==> config.mk <==
export PLATFORM = sky130hd
export DESIGN_NAME = jkff_bank_sched
export DESIGN_NICKNAME = d
export VERILOG_FILES = /design/src/rtl/jkff_bank_sched.sv
export SDC_FILE = /design/constraint.sdc
export NUM_CORES = 1
export LEC_CHECK = 0
export BUFFER_PORTS_ARGS = -buffer_cell sky130_fd_sc_hd__buf_4
export CAP_MARGIN = 25
export CORE_MARGIN = 4
export CORE_UTILIZATION = 48
export DETAILED_ROUTE_END_ITERATION = 7
export GPL_ROUTABILITY_DRIVEN = 0
export PLACE_DENSITY = 0.8
export SETUP_SLACK_MARGIN = 0.05
export SLEW_MARGIN = 20
export SYNTH_ARGS = -nofsm -noshare
export SYNTH_HDL_FRONTEND = slang
export SYNTH_SLANG_ARGS = --single-unit
==> constraint.sdc <==
create_clock -name clk -period 2.4 [get_ports clk]
set_input_delay 0.24 -clock clk [delete_from_list [all_inputs] [get_ports clk]]
set_output_delay 0.24 -clock clk [all_outputs]
set_load 0.05 [all_outputs]
==> src/rtl/jkff_bank_sched.sv <==
`default_nettype none
// ============================================================================
// Module   : jkff_bank_sched
// Purpose  : Round-robin scheduler that grants one of four requesters access
//            to a bank of WIDTH JK flip-flops. The winner's op code and mask
//            are turned into J/K drive vectors for one APPLY cycle. An ACK
//            cycle then follows with a single-cycle done pulse.
// Ports    : clk            - clock; all state changes on the rising edge
//            clrn           - asynchronous active-low reset
//            lock [3:0]     - per-requester lock; only present when the
//                             JKFF_BANK_SCHED_LOCK_EN macro is defined
//            req  [3:0]     - per-requester level request
//            op   [7:0]     - per-requester op, [2i+1:2i]:
//                             00 hold, 01 clear, 10 set, 11 toggle
//            mask [4*W-1:0] - per-requester bit mask, slice i = [W*i +: W]
//            gnt  [3:0]     - registered one-hot grant
//            busy           - FSM not idle
//            done           - one-cycle completion pulse
//            j, k [W-1:0]   - registered J/K drive applied to the bank
//            q    [W-1:0]   - bank state
// Config   : JKFF_BANK_SCHED_LOCK_EN - adds lock input. A locked, still-
//            requesting winner is re-granted directly from ACK.
// Revision : 1.0 - initial release
// ============================================================================
module jkff_bank_sched #(
  parameter int WIDTH = 8
) (
  input  logic                 clk,
  input  logic                 clrn,
`ifdef JKFF_BANK_SCHED_LOCK_EN
  input  logic [3:0]           lock,
`endif
  input  logic [3:0]           req,
  input  logic [7:0]           op,
  input  logic [4*WIDTH-1:0]   mask,
  output logic [3:0]           gnt,
  output logic                 busy,
  output logic                 done,
  output logic [WIDTH-1:0]     j,
  output logic [WIDTH-1:0]     k,
  output logic [WIDTH-1:0]     q
);

  typedef enum logic [1:0] {
    IDLE  = 2'd0,
    APPLY = 2'd1,
    ACK   = 2'd2
  } state_t;

  state_t           state;
  logic [1:0]       ptr;       // round-robin search start
  logic [1:0]       win;       // requester currently in flight

  logic             found;
  logic [1:0]       pick;
  logic [1:0]       cand;
  logic [1:0]       src;
  logic [1:0]       sel_op;
  logic [WIDTH-1:0] sel_mask;
  logic [WIDTH-1:0] j_next;
  logic [WIDTH-1:0] k_next;
  logic             relatch;

  // Round-robin search: first requesting index at ptr, ptr+1, ... (mod 4).
  always_comb begin
    found = 1'b0;
    pick  = ptr;
    cand  = ptr;
    for (int i = 0; i < 4; i++) begin
      cand = ptr + 2'(i);
      if (!found && req[cand]) begin
        found = 1'b1;
        pick  = cand;
      end
    end
  end

  // In IDLE the fresh winner is decoded. In ACK a lock re-latch decodes
  // the requester already in flight.
  assign src = (state == ACK) ? win : pick;

  always_comb begin
    sel_op   = 2'b00;
    sel_mask = '0;
    for (int i = 0; i < 4; i++) begin
      if (src == 2'(i)) begin
        sel_op   = op[2*i +: 2];
        sel_mask = mask[WIDTH*i +: WIDTH];
      end
    end
  end

  // Op bit 1 drives J and op bit 0 drives K on every masked bit, so
  // hold/clear/set/toggle map straight onto 00/01/10/11.
  assign j_next = sel_op[1] ? sel_mask : '0;
  assign k_next = sel_op[0] ? sel_mask : '0;

`ifdef JKFF_BANK_SCHED_LOCK_EN
  assign relatch = lock[win] & req[win];
`else
  assign relatch = 1'b0;
`endif

  always_ff @(posedge clk or negedge clrn) begin
    if (!clrn) begin
      state <= IDLE;
      ptr   <= 2'd0;
      win   <= 2'd0;
      gnt   <= 4'b0000;
      done  <= 1'b0;
      j     <= '0;
      k     <= '0;
    end else begin
      case (state)
        IDLE: begin
          done <= 1'b0;
          if (found) begin
            win   <= pick;
            gnt   <= 4'b0001 << pick;
            j     <= j_next;
            k     <= k_next;
            state <= APPLY;
          end else begin
            gnt <= 4'b0000;
          end
        end
        APPLY: begin
          // The bank consumes j/k at this edge; drive returns to zero.
          j     <= '0;
          k     <= '0;
          done  <= 1'b1;
          state <= ACK;
        end
        ACK: begin
          done <= 1'b0;
          if (relatch) begin
            j     <= j_next;
            k     <= k_next;
            state <= APPLY;
          end else begin
            gnt   <= 4'b0000;
            ptr   <= win + 2'd1;
            state <= IDLE;
          end
        end
        default: begin
          state <= IDLE;
        end
      endcase
    end
  end

  assign busy = (state != IDLE);

  // JK bank: q+ = J&~q | ~K&q. When j and k are zero, every bit holds.
  always_ff @(posedge clk or negedge clrn) begin
    if (!clrn) begin
      q <= '0;
    end else begin
      q <= (j & ~q) | (~k & q);
    end
  end

endmodule
`default_nettype wire
==> reports/qor.yml <==
status: "complete, no violations"
p_switching_uw: 1810
worst_ir_drop_vdd_uv: 786
worst-slew-pin-transition_ns: 0.971
die_y_um: 69.8
cp_max_fo: 8
die_w_um: 69.8
cts_sinks: 35
cp.required_ns: 2.58
synth_cells: 148
grt_pass1_wl_mm: 7.55
timing.final.max_slew_violations: 0
ant_nets: 0
io-pin-count: 76
core.rowCount: 22
crit_type: "reg2reg"
synthToLayoutAreaGrowth_pct: 39.6
yosysSeqAreaShare_pct: 47.7
p_int_uw: 1980
clock.fmax_ghz: 0.443
grt_pass1_vias: 1544
syn-num-nets: 194
final_area_um2: 2560
antenna_found_initial: 0
maxCapViolations: 0
antenna_cells: 0
io_buffers: 75
cts_tree: "done"
finalHoldViolCount: 0
netlist_area_um2: 1830
hp-class: "in2reg"
endpoint_kind: "register"
clk_pin_slew_worst_paths_ns: 0.07
hold-worst-slack_ns: 0.404
p_clk_share_pct: 12.0
crit_path_start_kind: "register"
setup_viol: 0
core_um2: 3690
cts_max_level: 2
ctsLongestPathBuffers: 2
die_area_um2: 4870
p_leak_uw: 0.00124
avgSynthCellArea_um2: 12.4
final_layout_size_suffix_gt1_share_pct: 45.9
viasPerCell: 5.54
nNetsFinal: 278
clock-root-buffer: "clkbuf_8"
final_common_cell: "buf_4"
grtUsageTotal_pct: 19.5
clock_latency_ns: 0.29
n_fill_cell: 274
finalCritPeriodShare_pct: 94.0
finalCriticalPeriod_ns: 2.26
relSlewSlack_pct: 35.0
num_vias: 1556
final_core_util_pct: 69.4
placed_area_um2: 2440
ys_ff_latch: 35
skew_ns: 0.00751
initial_core_util_pct: 49.7
cts_made_buffers: 5
multiInputGateArea_um2: 881
routed_wl_mm: 4.43
wl_per_cell_um: 15.8
tns_ns: 0
ys_types: 39
p_seq_share_pct: 27.1
rsz0062_at_grt: "false"
power_density_nw_per_um2: 1480
grt_max_degree: 36
switching_share_pct: 47.8
power_frac_comb_pct: 60.9
mostFrequentLayoutCells: "buf_4, dfrtp_1, a22o_1, inv_1, mux2i_1"
dp_hpwl_mm: 3.42
layout.area.seq_um2: 877
worstPathArrival_ns: 2.43
firstDrtPassIters: 4
grt-ovfl-total: 0
drtIter0Drc: 94
drc: 0
yosysWarnings: 0
[state kept, by name, indices dropped and copies added, names as in the netlist]
| signal | count |
|---|---|
| j | 8 |
| done | 1 |
| win | 2 |
| state | 2 |
| k | 8 |
| q | 8 |
| ptr | 2 |
| gnt | 4 |
[synth_stat cells]
master,count,share of area (%)
a211oi_1,7,2.9
nand3b_1,1,0.41
a2bb2oi_1,1,0.48
nor4_1,1,0.34
a31oi_1,1,0.34
nor2_2,1,0.34
inv_1,11,2.3
o2111ai_1,1,0.48
and2_1,4,1.4
a32o_1,2,1.1
nand2_8,1,1.1
a211o_4,1,0.96
or3_1,1,0.34
mux2i_1,11,6.0
buf_6,1,0.61
nor2b_1,2,0.68
nand3_1,4,1.1
a211oi_2,1,0.68
dlymetal6s2s_1,1,0.68
o21ai_0,4,1.1
dfrtp_1,35,48
nand2b_1,1,0.34
and2_2,1,0.41
nand2_1,9,1.8
nand2_2,1,0.34
o22ai_4,2,2.2
and3_1,4,1.4
and2b_1,1,0.41
o21a_1,3,1.2
clkbuf_8,1,0.75
a21boi_0,1,0.41
nor2_1,3,0.61
xnor2_1,1,0.48
a22o_1,17,8.1
or2b_1,1,0.41
or3_4,1,0.61
or3b_4,1,0.61
mux4_2,7,8.6
or2_2,1,0.34
[worst max-delay path: stages, from the launching register on]
cell and delay (ns):
dfrtp_2 0.44, nand2b_1 0.15, a22o_2 0.26, a211o_4 0.39
nand2_8 0.14, mux4_2 0.54, a22o_1 0.22
[path summary, 6_finish.rpt]
check / from / to / slack [ns] / depth (start not counted)
setup reg to reg: ptr[1]$_DFFE_PN0P_ / j[6]$_DFFE_PN0P_ / 0.14 / 6
hold / removal: mask[29] / j[5]$_DFFE_PN0P_ / 0.40 / 3
hold reg to reg: q[7]$_DFF_PN0_ / q[7]$_DFF_PN0_ / 0.47 / 1
max in group asynchronous: clrn / ptr[1]$_DFFE_PN0P_ / 1.66 / 2
setup / recovery: ptr[1]$_DFFE_PN0P_ / j[6]$_DFFE_PN0P_ / 0.14 / 6
min in group asynchronous: clrn / k[0]$_DFFE_PN0P_ / 0.43 / 2
[logic make-up (layout without fill, tap and decap cells)]
group | count (synthesis) | after routing | share of synthesized area, %
AOI/OAI and AO/OA | 41 | 41 | 19.9
xor gates and xnor gates | 1 | 1 | 0.478
buffers and inverters | 14 | 99 | 4.30
DFF | 35 | 35 | 47.7
muxes | 18 | 18 | 14.6
and+or+nand+nor | 39 | 39 | 13.0
[stage by stage]
step | instances | power (uW) | worst slack (ns)
final | 281 | 3790 | 0.145
after floorplan | 148 | 2740 | 0.299
after detailed placement | 271 | 3340 | 0.141
after global placement | 271 | 3310 | 0.185
after global routing | 281 | 4040 | 0.0520
after CTS | 280 | 3810 | 0.116
[power groups by stage]
stage / clock network [uW] / logic, uW / registers, uW
floorplan: 0 / 1140 / 1590
global placement: 0 / 2290 / 1030
detailed placement: 0 / 2310 / 1030
CTS: 466 / 2320 / 1020
global route: 491 / 2480 / 1060
finish: 454 / 2310 / 1030
[repair_timing]
| item | in CTS | in global routing |
|---|---|---|
| endpoints found under the hold margin | 35 | 0 |
| hold buffers | 1 | 0 |
| setup endpoints to repair | 0 | 11 |
| gates resized for setup | 0 | 2 |
| setup buffers | 0 | 1 |
[area by class of cell]
class | instances | share of cell area (%)
clock buffer | 6 | 3.22
inverter | 11 | 1.61
clock inverter | 2 | 0.635
multi-input combinational | 99 | 34.4
tap | 48 | 2.34
timing repair buffer | 80 | 23.5
sequential | 35 | 34.2
[routing by layer]
layer | up-vias | part of all wire, % | wire (um) | global-route usage [%]
met4 | 0 | 1.2 | 53 | 5.96
met1 | 762 | 41 | 1800 | 24.6
met5 | - | 0 | 0 | 0
met2 | 55 | 51 | 2250 | 32.1
li1 | 732 | - | - | -
met3 | 7 | 7.4 | 329 | 6.09
(Power assumes the default switching activity.)
